==> src/rtl/arb_pkg.sv <==
// Shared arbitration types and defaults: FSM state encoding, default hold
// quantum, and a one-hot helper used by the 4-way channel arbiters.
package arb_pkg;

  typedef enum logic {
    IDLE = 1'b0,
    BUSY = 1'b1
  } arb_state_e;

  localparam int QUANTUM_DEFAULT = 8;

  function automatic logic [3:0] onehot4(input logic [1:0] idx);
    logic [3:0] v;
    v      = 4'b0000;
    v[idx] = 1'b1;
    return v;
  endfunction

endpackage

==> src/rtl/rr_pick4.sv <==
// Rotating-priority search over a 4-bit request mask: the first set bit
// found walking start, start+1, start+2, start+3 (mod 4) wins.
module rr_pick4 (
  input  logic [3:0] mask,
  input  logic [1:0] start,
  output logic       found,
  output logic [1:0] idx
);

  logic [1:0] pos;

  always_comb begin
    found = 1'b0;
    idx   = 2'd0;
    pos   = 2'd0;
    for (int k = 0; k < 4; k++) begin
      pos = start + 2'(k);
      if (!found && mask[pos]) begin
        found = 1'b1;
        idx   = pos;
      end
    end
  end

endmodule

==> src/rtl/arb4_sched.sv <==
// Four-requester round-robin arbiter for a shared 1-bit channel, with a hold
// quantum that forces hand-off only while another requester is waiting.
module arb4_sched
  import arb_pkg::*;
#(
  parameter int QUANTUM = QUANTUM_DEFAULT
) (
  input  logic       clk,
  input  logic       reset,
  input  logic [3:0] req,
  input  logic       a,
  input  logic       b,
  input  logic       c,
  input  logic       d,
  output logic [3:0] grant,
  output logic [1:0] S,
  output logic       out,
  output logic       valid,
  output arb_state_e dbg_state
);

  localparam logic [3:0] CNT_LAST = 4'(QUANTUM - 1);

  arb_state_e state_q, state_d;
  logic [3:0] grant_q, grant_d;
  logic [1:0] sel_q, sel_d;
  logic [1:0] ptr_q, ptr_d;
  logic [3:0] cnt_q, cnt_d;

  logic [3:0] pick_mask;
  logic [1:0] pick_start;
  logic       pick_found;
  logic [1:0] pick_idx;
  logic       own_req;

  // Idle: search the full mask from ptr. Busy: search the others from owner+1.
  always_comb begin
    if (state_q == IDLE) begin
      pick_mask  = req;
      pick_start = ptr_q;
    end else begin
      pick_mask  = req & ~onehot4(sel_q);
      pick_start = sel_q + 2'd1;
    end
  end

  rr_pick4 u_pick (
    .mask  (pick_mask),
    .start (pick_start),
    .found (pick_found),
    .idx   (pick_idx)
  );

  assign own_req = req[sel_q];

  always_comb begin
    state_d = state_q;
    grant_d = grant_q;
    sel_d   = sel_q;
    ptr_d   = ptr_q;
    cnt_d   = cnt_q;
    case (state_q)
      IDLE: begin
        if (pick_found) begin
          state_d = BUSY;
          grant_d = onehot4(pick_idx);
          sel_d   = pick_idx;
          cnt_d   = 4'd0;
        end
      end
      BUSY: begin
        if (own_req && cnt_q != CNT_LAST) begin
          cnt_d = cnt_q + 4'd1;
        end else if (own_req && !pick_found) begin
          // Quantum expired with nobody waiting: start a fresh window.
          cnt_d = 4'd0;
        end else begin
          ptr_d = sel_q + 2'd1;
          cnt_d = 4'd0;
          if (pick_found) begin
            grant_d = onehot4(pick_idx);
            sel_d   = pick_idx;
          end else begin
            state_d = IDLE;
            grant_d = 4'b0000;
          end
        end
      end
      default: begin
        state_d = IDLE;
        grant_d = 4'b0000;
        cnt_d   = 4'd0;
      end
    endcase
  end

  always_ff @(posedge clk) begin
    if (reset) begin
      state_q <= IDLE;
      grant_q <= 4'b0000;
      sel_q   <= 2'd0;
      ptr_q   <= 2'd0;
      cnt_q   <= 4'd0;
    end else begin
      state_q <= state_d;
      grant_q <= grant_d;
      sel_q   <= sel_d;
      ptr_q   <= ptr_d;
      cnt_q   <= cnt_d;
    end
  end

  assign grant     = grant_q;
  assign S         = sel_q;
  assign valid     = (state_q == BUSY);
  assign dbg_state = state_q;

  always_comb begin
    out = 1'b0;
    if (valid) begin
      case (sel_q)
        2'd0:    out = a;
        2'd1:    out = b;
        2'd2:    out = c;
        default: out = d;
      endcase
    end
  end

endmodule

==> config.mk <==
export PLATFORM = sky130hd
export DESIGN_NAME = arb4_sched
export DESIGN_NICKNAME = d
export VERILOG_FILES = /design/src/rtl/arb_pkg.sv /design/src/rtl/rr_pick4.sv /design/src/rtl/arb4_sched.sv
export SDC_FILE = /design/constraint.sdc
export NUM_CORES = 1
export LEC_CHECK = 0
export CAP_MARGIN = 10
export CELL_PAD_IN_SITES_DETAIL_PLACEMENT = 1
export CELL_PAD_IN_SITES_GLOBAL_PLACEMENT = 1
export CORE_MARGIN = 5
export CORE_UTILIZATION = 39
export DETAILED_ROUTE_END_ITERATION = 10
export GPL_TIMING_DRIVEN = 0
export PLACE_DENSITY_LB_ADDON = 0.3
export SLEW_MARGIN = 25
export SYNTH_ARGS = -nofsm -noshare
export SYNTH_HDL_FRONTEND = slang
export SYNTH_HIERARCHICAL = 1
export SYNTH_SLANG_ARGS = --single-unit
==> constraint.sdc <==
create_clock -name clk -period 3.4 [get_ports clk]
set_input_delay 0.68 -clock clk [delete_from_list [all_inputs] [get_ports clk]]
set_output_delay 0.68 -clock clk [all_outputs]
set_load 0.005 [all_outputs]
==> results.py, run 1 <==
metrics = {
    "global_route": {
        "grt_pass1_wl_um": 4188,
        "antenna_found_initial": 0,
        "grt_pass1_vias": 874,
        "track_usage_pct": 15.72,
        "overflow": 0,
        "grt_start_max_net_pins": 11,
    },
    "timing": {
        "maxSlewHeadroom_pct": 64.83,
        "worstMarginPinSlew_ns": 0.5229,
        "setup_tns_ns": 0,
        "rsz0062_at_grt": "no",
        "setup_viol": 0,
        "finalMaxSlewViolations": 0,
        "finalHoldViolCount": 0,
        "final.period_utilization_pct": 85.51,
        "period_needed_ns": 2.907,
        "fin_worst_skew_ns": 0.002847,
        "fmax_mhz": 344.0,
    },
    "route": {
        "drtAntennaViolNets": 0,
        "viasPerCell": 5.525,
        "drt_pass1_iterations": 4,
        "drt_wl_total_um": 2465,
        "drc_errors": 0,
        "dr.first_iter.drc_count": 14,
        "via_count": 884,
        "wl_per_cell_um": 15.41,
    },
    "cts": {
        "cts_buffers": 3,
        "htree_levels": 1,
        "clk_latency_ns": 0.28,
        "root_buffer": "clkbuf_4",
        "post_cts_buffers": 0,
        "path_clk_slew_ns": 0.08,
        "cts.repair.resized": 0,
        "cts_sinks": 13,
        "hold_buffers": 0,
        "clockBufferDepth": 2,
        "cts_tree": "done",
    },
    "floorplan": {
        "initial_core_util_pct": 41.12,
        "ios": 19,
        "fp.dieW_um": 58.30,
        "die_y_um": 58.30,
        "dieArea_um2": 3398,
        "core-area_um2": 2212,
        "rows": 17,
    },
    "finish": {
        "area_growth_pct": 26.55,
        "drive_above_1_share_pct": 9.091,
        "fin_nets": 148,
        "final_cells": 160,
        "n_antenna_cell": 0,
    },
    "yosys": {
        "ys_seq_area_share_pct": 28.61,
        "synth_top_area_share_pct": 28.61,
        "synth_cell_types": 35,
        "synth_cells": 110,
        "ys_seq_elements": 13,
        "syn_area_um2": 909.6,
        "async_flop_share_pct": 0,
        "syn_nets": 125,
        "yosys_warnings": 6,
        "synth_ff_type": "dfxtp_1",
        "synthTopCellsByArea": "dfxtp_1, ha_1, mux2_4",
        "synth_top_cell_by_area": "dfxtp_1",
        "synth_edf_count": 0,
        "synth_most_common_cell": "dfxtp_1",
        "postSynthAreaPerCell_um2": 8.269,
        "synthTopCellsByCount": "dfxtp_1, inv_1, nor2_1, o21ai_0, a21oi_1",
    },
    "setup_path": {
        "cp_num_buf_inv": 2,
        "crit_fanout": 10,
        "cp_top_family": "flip-flops",
        "endpoint_kind": "output port",
        "crit_required_ns": 2.72,
        "critPathMaxStageDelay_ns": 0.56,
        "cp_slowest_cell": "dfxtp_1",
        "cp.arrival_ns": 2.23,
        "path_cells": "inv_2 -> ha_1 -> a222oi_1 -> o21ai_0 -> and2_1 -> clkdlybuf4s50_1",
        "crit_type": "flop to output port",
        "start_kind": "flop",
    },
    "hold_path": {
        "min_path_type": "flop to flop",
    },
    "power_and_ir_drop": {
        "p_per_area_nw_per_um2": 432.1,
        "total_leakage_power_uw": 0.0004460,
        "p_total_uw": 497.4,
        "ir_drop_uv": 355.9,
    },
    "place": {
        "io_buffers": 18,
        "hpwlAfterDp_um": 1938,
        "dp_cells": 156,
        "globalplace.congestion": 0.7431,
    },
    "run_status": {
        "status": "finished clean",
    },
    "run": {
        "cap_violations": 0,
    },
}
worst register-to-register path: cells and delay by family (launching register included):
family	cells	cell delay, ns
multiplexers	1	0.16
AND/OR/NAND/NOR	3	0.43
buffers and inverters	4	0.98
AO/OA/AOI/OAI	2	0.83
flip-flops	1	0.35
kinds of logic (layout without fill, tap and decap cells):
group,count (synthesis),in the layout,synth area share (%)
xor+xnor,1,1,0.9630
fa+ha+maj,5,5,6.878
simple gates,32,32,19.12
buf+inv,16,38,7.015
compound gates,36,36,27.92
mux,7,7,9.491
flops,13,13,28.61
routing by layer:
layer / part of all wire [%] / global-route usage, % / up-vias
li1: - / - / 443
met1: 48 / 21.25 / 432
met2: 49 / 25.84 / 7
met3: 2.8 / 3.947 / 2
met4: 0.16 / 1.987 / 0
met5: 0 / 0 / -
cell usage in the layout (no fill, tap or decap), types with 2 or more instances in the layout:
master and count:
clkbuf_1 5, a21boi_0 4, mux2_4 3, nand2b_1 6, nand3b_1 3, a211oi_1 2, o41ai_1 4, inv_1 9
a22o_1 2, clkbuf_4 3, ha_1 5, mux2i_1 3, nor2b_1 2, dfxtp_1 13, a21oi_1 7, nor2_1 8
inv_2 2, o21ai_0 8, nand3_1 4, clkdlybuf4s50_1 18, nand2_1 5
layout make-up:
type	instances	area, um^2
buffer	5	22.52
clock buffer	4	26.28
fill	286	1061
inverter	11	41.29
multi-input combinational	81	585.6
sequential	13	260.3
tap	28	35.03
timing repair buffer	18	180.2
path summary, 6_finish.rpt:
path | start | endpoint | slack [ns] | depth (start not counted)
max | S[0] | out | 0.49 | 6
min | ptr_q[1] | ptr_q[1] | 0.48 | 2
max reg2reg | dbg_state | grant[2] | 0.54 | 10
min reg2reg | ptr_q[1] | ptr_q[1] | 0.48 | 2
registers in the layout, indices dropped and copies added (netlist names):
register	flops
cnt_q	4
grant	4
S	2
ptr_q	2
dbg_state	1
report_power, final:
part,leakage (uW),switching (uW),total [uW],internal [uW]
Combinational,0.000325,103,209,106
Sequential,0.000106,19.0,189,170
Clock,0.0000150,53.4,99.0,45.6
metrics by stage:
step	utilization, %	setup WS (ns)	area (um^2)	hold WS [ns]
2_1_floorplan	-	1.194	909.6	0.4437
3_3_place_gp	50.85	0.4341	1125	0.4577
3_5_place_dp	50.85	0.3312	1125	0.4700
4_1_cts	52.04	0.4979	1151	0.4819
5_1_grt	52.04	0.2376	1151	0.5145
6_report	52.04	0.4928	1151	0.4778
Note: power is estimated with default switching activity, not from simulation.
==> inputs of run 2 (changes only) <==
--- a/config.mk
+++ b/config.mk
@@ -6,12 +6,10 @@
 export NUM_CORES = 1
 export LEC_CHECK = 0
 export CAP_MARGIN = 10
-export CELL_PAD_IN_SITES_DETAIL_PLACEMENT = 1
-export CELL_PAD_IN_SITES_GLOBAL_PLACEMENT = 1
-export CORE_MARGIN = 5
-export CORE_UTILIZATION = 39
+export CORE_MARGIN = 2
+export CORE_UTILIZATION = 50
 export DETAILED_ROUTE_END_ITERATION = 10
-export GPL_TIMING_DRIVEN = 0
+export GPL_TIMING_DRIVEN = 1
 export PLACE_DENSITY_LB_ADDON = 0.3
 export SLEW_MARGIN = 25
 export SYNTH_ARGS = -nofsm -noshare
==> results.py, run 2 (same netlist as run 1, synthesis figures left out) <==
metrics = {
    "route": {
        "dr.first_iter.drc_count": 46,
        "wl_per_cell_um": 12.53,
        "via_count": 869,
        "drt_wl_total_um": 1905,
        "drt_pass1_iterations": 4,
        "viasPerCell": 5.717,
        "drtAntennaViolNets": 0,
        "drc_errors": 0,
    },
    "setup_path": {
        "endpoint_kind": "output port",
        "reg2reg_slack_ns": 0.87,
        "ff2ff_path_depth": 9,
        "r2r-end": "grant[0]",
        "start_kind": "flop",
        "reg2reg_from": "S[1]",
        "cp.arrival_ns": 2.16,
        "crit_type": "flop to output port",
        "crit_required_ns": 2.72,
        "crit_fanout": 10,
    },
    "timing": {
        "setup_viol": 0,
        "rsz0062_at_grt": "no",
        "final.period_utilization_pct": 83.41,
        "setup_tns_ns": 0,
        "fin_ws_ns": 0.5641,
        "period_needed_ns": 2.836,
        "maxSlewHeadroom_pct": 56.21,
        "finalMaxSlewViolations": 0,
        "finalHoldViolCount": 0,
        "fmax_mhz": 352.6,
        "worstMarginPinSlew_ns": 0.6560,
        "fin_worst_skew_ns": 0.001176,
    },
    "cts": {
        "cts_sinks": 13,
        "cts_tree": "done",
        "htree_levels": 1,
        "cts.repair.resized": 0,
        "hold_buffers": 0,
        "path_clk_slew_ns": 0.08,
        "post_cts_buffers": 0,
        "root_buffer": "clkbuf_4",
        "cts_buffers": 3,
        "clockBufferDepth": 2,
        "clk_latency_ns": 0.27,
    },
    "power_and_ir_drop": {
        "total_leakage_power_uw": 0.0004364,
        "p_per_area_nw_per_um2": 428.2,
        "ir_drop_uv": 255.2,
        "p_total_uw": 481.6,
    },
    "hold_path": {
        "min_path_type": "flop to flop",
        "holdPathEnd": "grant[0]",
        "worstHoldStart": "grant[0]",
        "holdPathStages": 2,
    },
    "run_status": {
        "status": "finished clean",
    },
    "global_route": {
        "grt_start_max_net_pins": 24,
        "overflow": 0,
        "antenna_found_initial": 0,
        "track_usage_pct": 19.57,
        "grt_pass1_wl_um": 3111,
        "grt_pass1_vias": 721,
    },
    "floorplan": {
        "die_y_um": 46.65,
        "fp.dieW_um": 46.65,
        "initial_core_util_pct": 52.68,
        "core-area_um2": 1727,
        "dieArea_um2": 2176,
        "rows": 15,
        "ios": 19,
    },
    "finish": {
        "final_cells": 152,
        "layout_common_cells": "clkdlybuf4s50_1, dfxtp_1, inv_1, o21ai_0, nor2_1",
        "area_growth_pct": 23.66,
        "drive_above_1_share_pct": 8.661,
        "layout_commonest_cell": "clkdlybuf4s50_1",
        "post-route-util_pct": 65.14,
        "n_antenna_cell": 0,
        "fin_nets": 143,
    },
    "place": {
        "place_ws_ns": 0.5990,
        "io_buffers": 18,
        "hpwlAfterDp_um": 1446,
        "dp_cells": 148,
        "globalplace.congestion": 0.8281,
    },
    "run": {
        "cap_violations": 0,
    },
}
run 2: cell types whose count changed in the layout (fill, tap and decap cells not counted):
cell	delta
buf_4	-1
clkbuf_1	-4
run 2: where the power goes:
group	switching, uW	leakage (uW)	internal [uW]	total, uW
clock network	47.8	0.0000150	45.4	93.2
registers	22.3	0.000106	170	192
logic	93.0	0.000315	103	196
total	163	0.000436	319	482
run 2: worst max-delay path, cell delays in order (launching register included):
cell and delay [ns]:
dfxtp_1 0.55, inv_2 0.11, ha_1 0.22, a222oi_1 0.30, o21ai_0 0.10, and2_1 0.16, clkdlybuf4s50_1 0.44
run 2: how the worst max path moves through the flow:
stage           start       end  cells past startpoint
6_report         S[0]       out                      6
3_5_place_dp   req[1]  grant[0]                      8
5_1_grt          S[0]       out                      6
3_3_place_gp        c       out                      5
2_1_floorplan    S[0]  grant[1]                     10
4_1_cts          S[0]       out                      6
run 2: layer usage:
metal  vias up  global-route usage [%]  part of all wire [%]
met5         -                       0                     0
met4         0                   3.333                  0.79
met3         2                   5.882                   5.4
met2        33                   28.61                    46
met1       400                   28.57                    48
li1        434                       -                     -
run 2: through the flow:
step	instance area [um^2]	hold WS, ns
floorplan	909.6	0.4437
global placement	1099	0.4548
detailed placement	1099	0.4641
CTS	1125	0.4749
global route	1125	0.4911
finish	1125	0.4744
run 2: cell type report:
class	count	area [um^2]
multi-input cells	81	585.6
inverters	11	41.29
clock buffers	4	26.28
repair buffers	18	180.2
flip-flops and latches	13	260.3
fillers	155	601.8
well taps	25	31.28
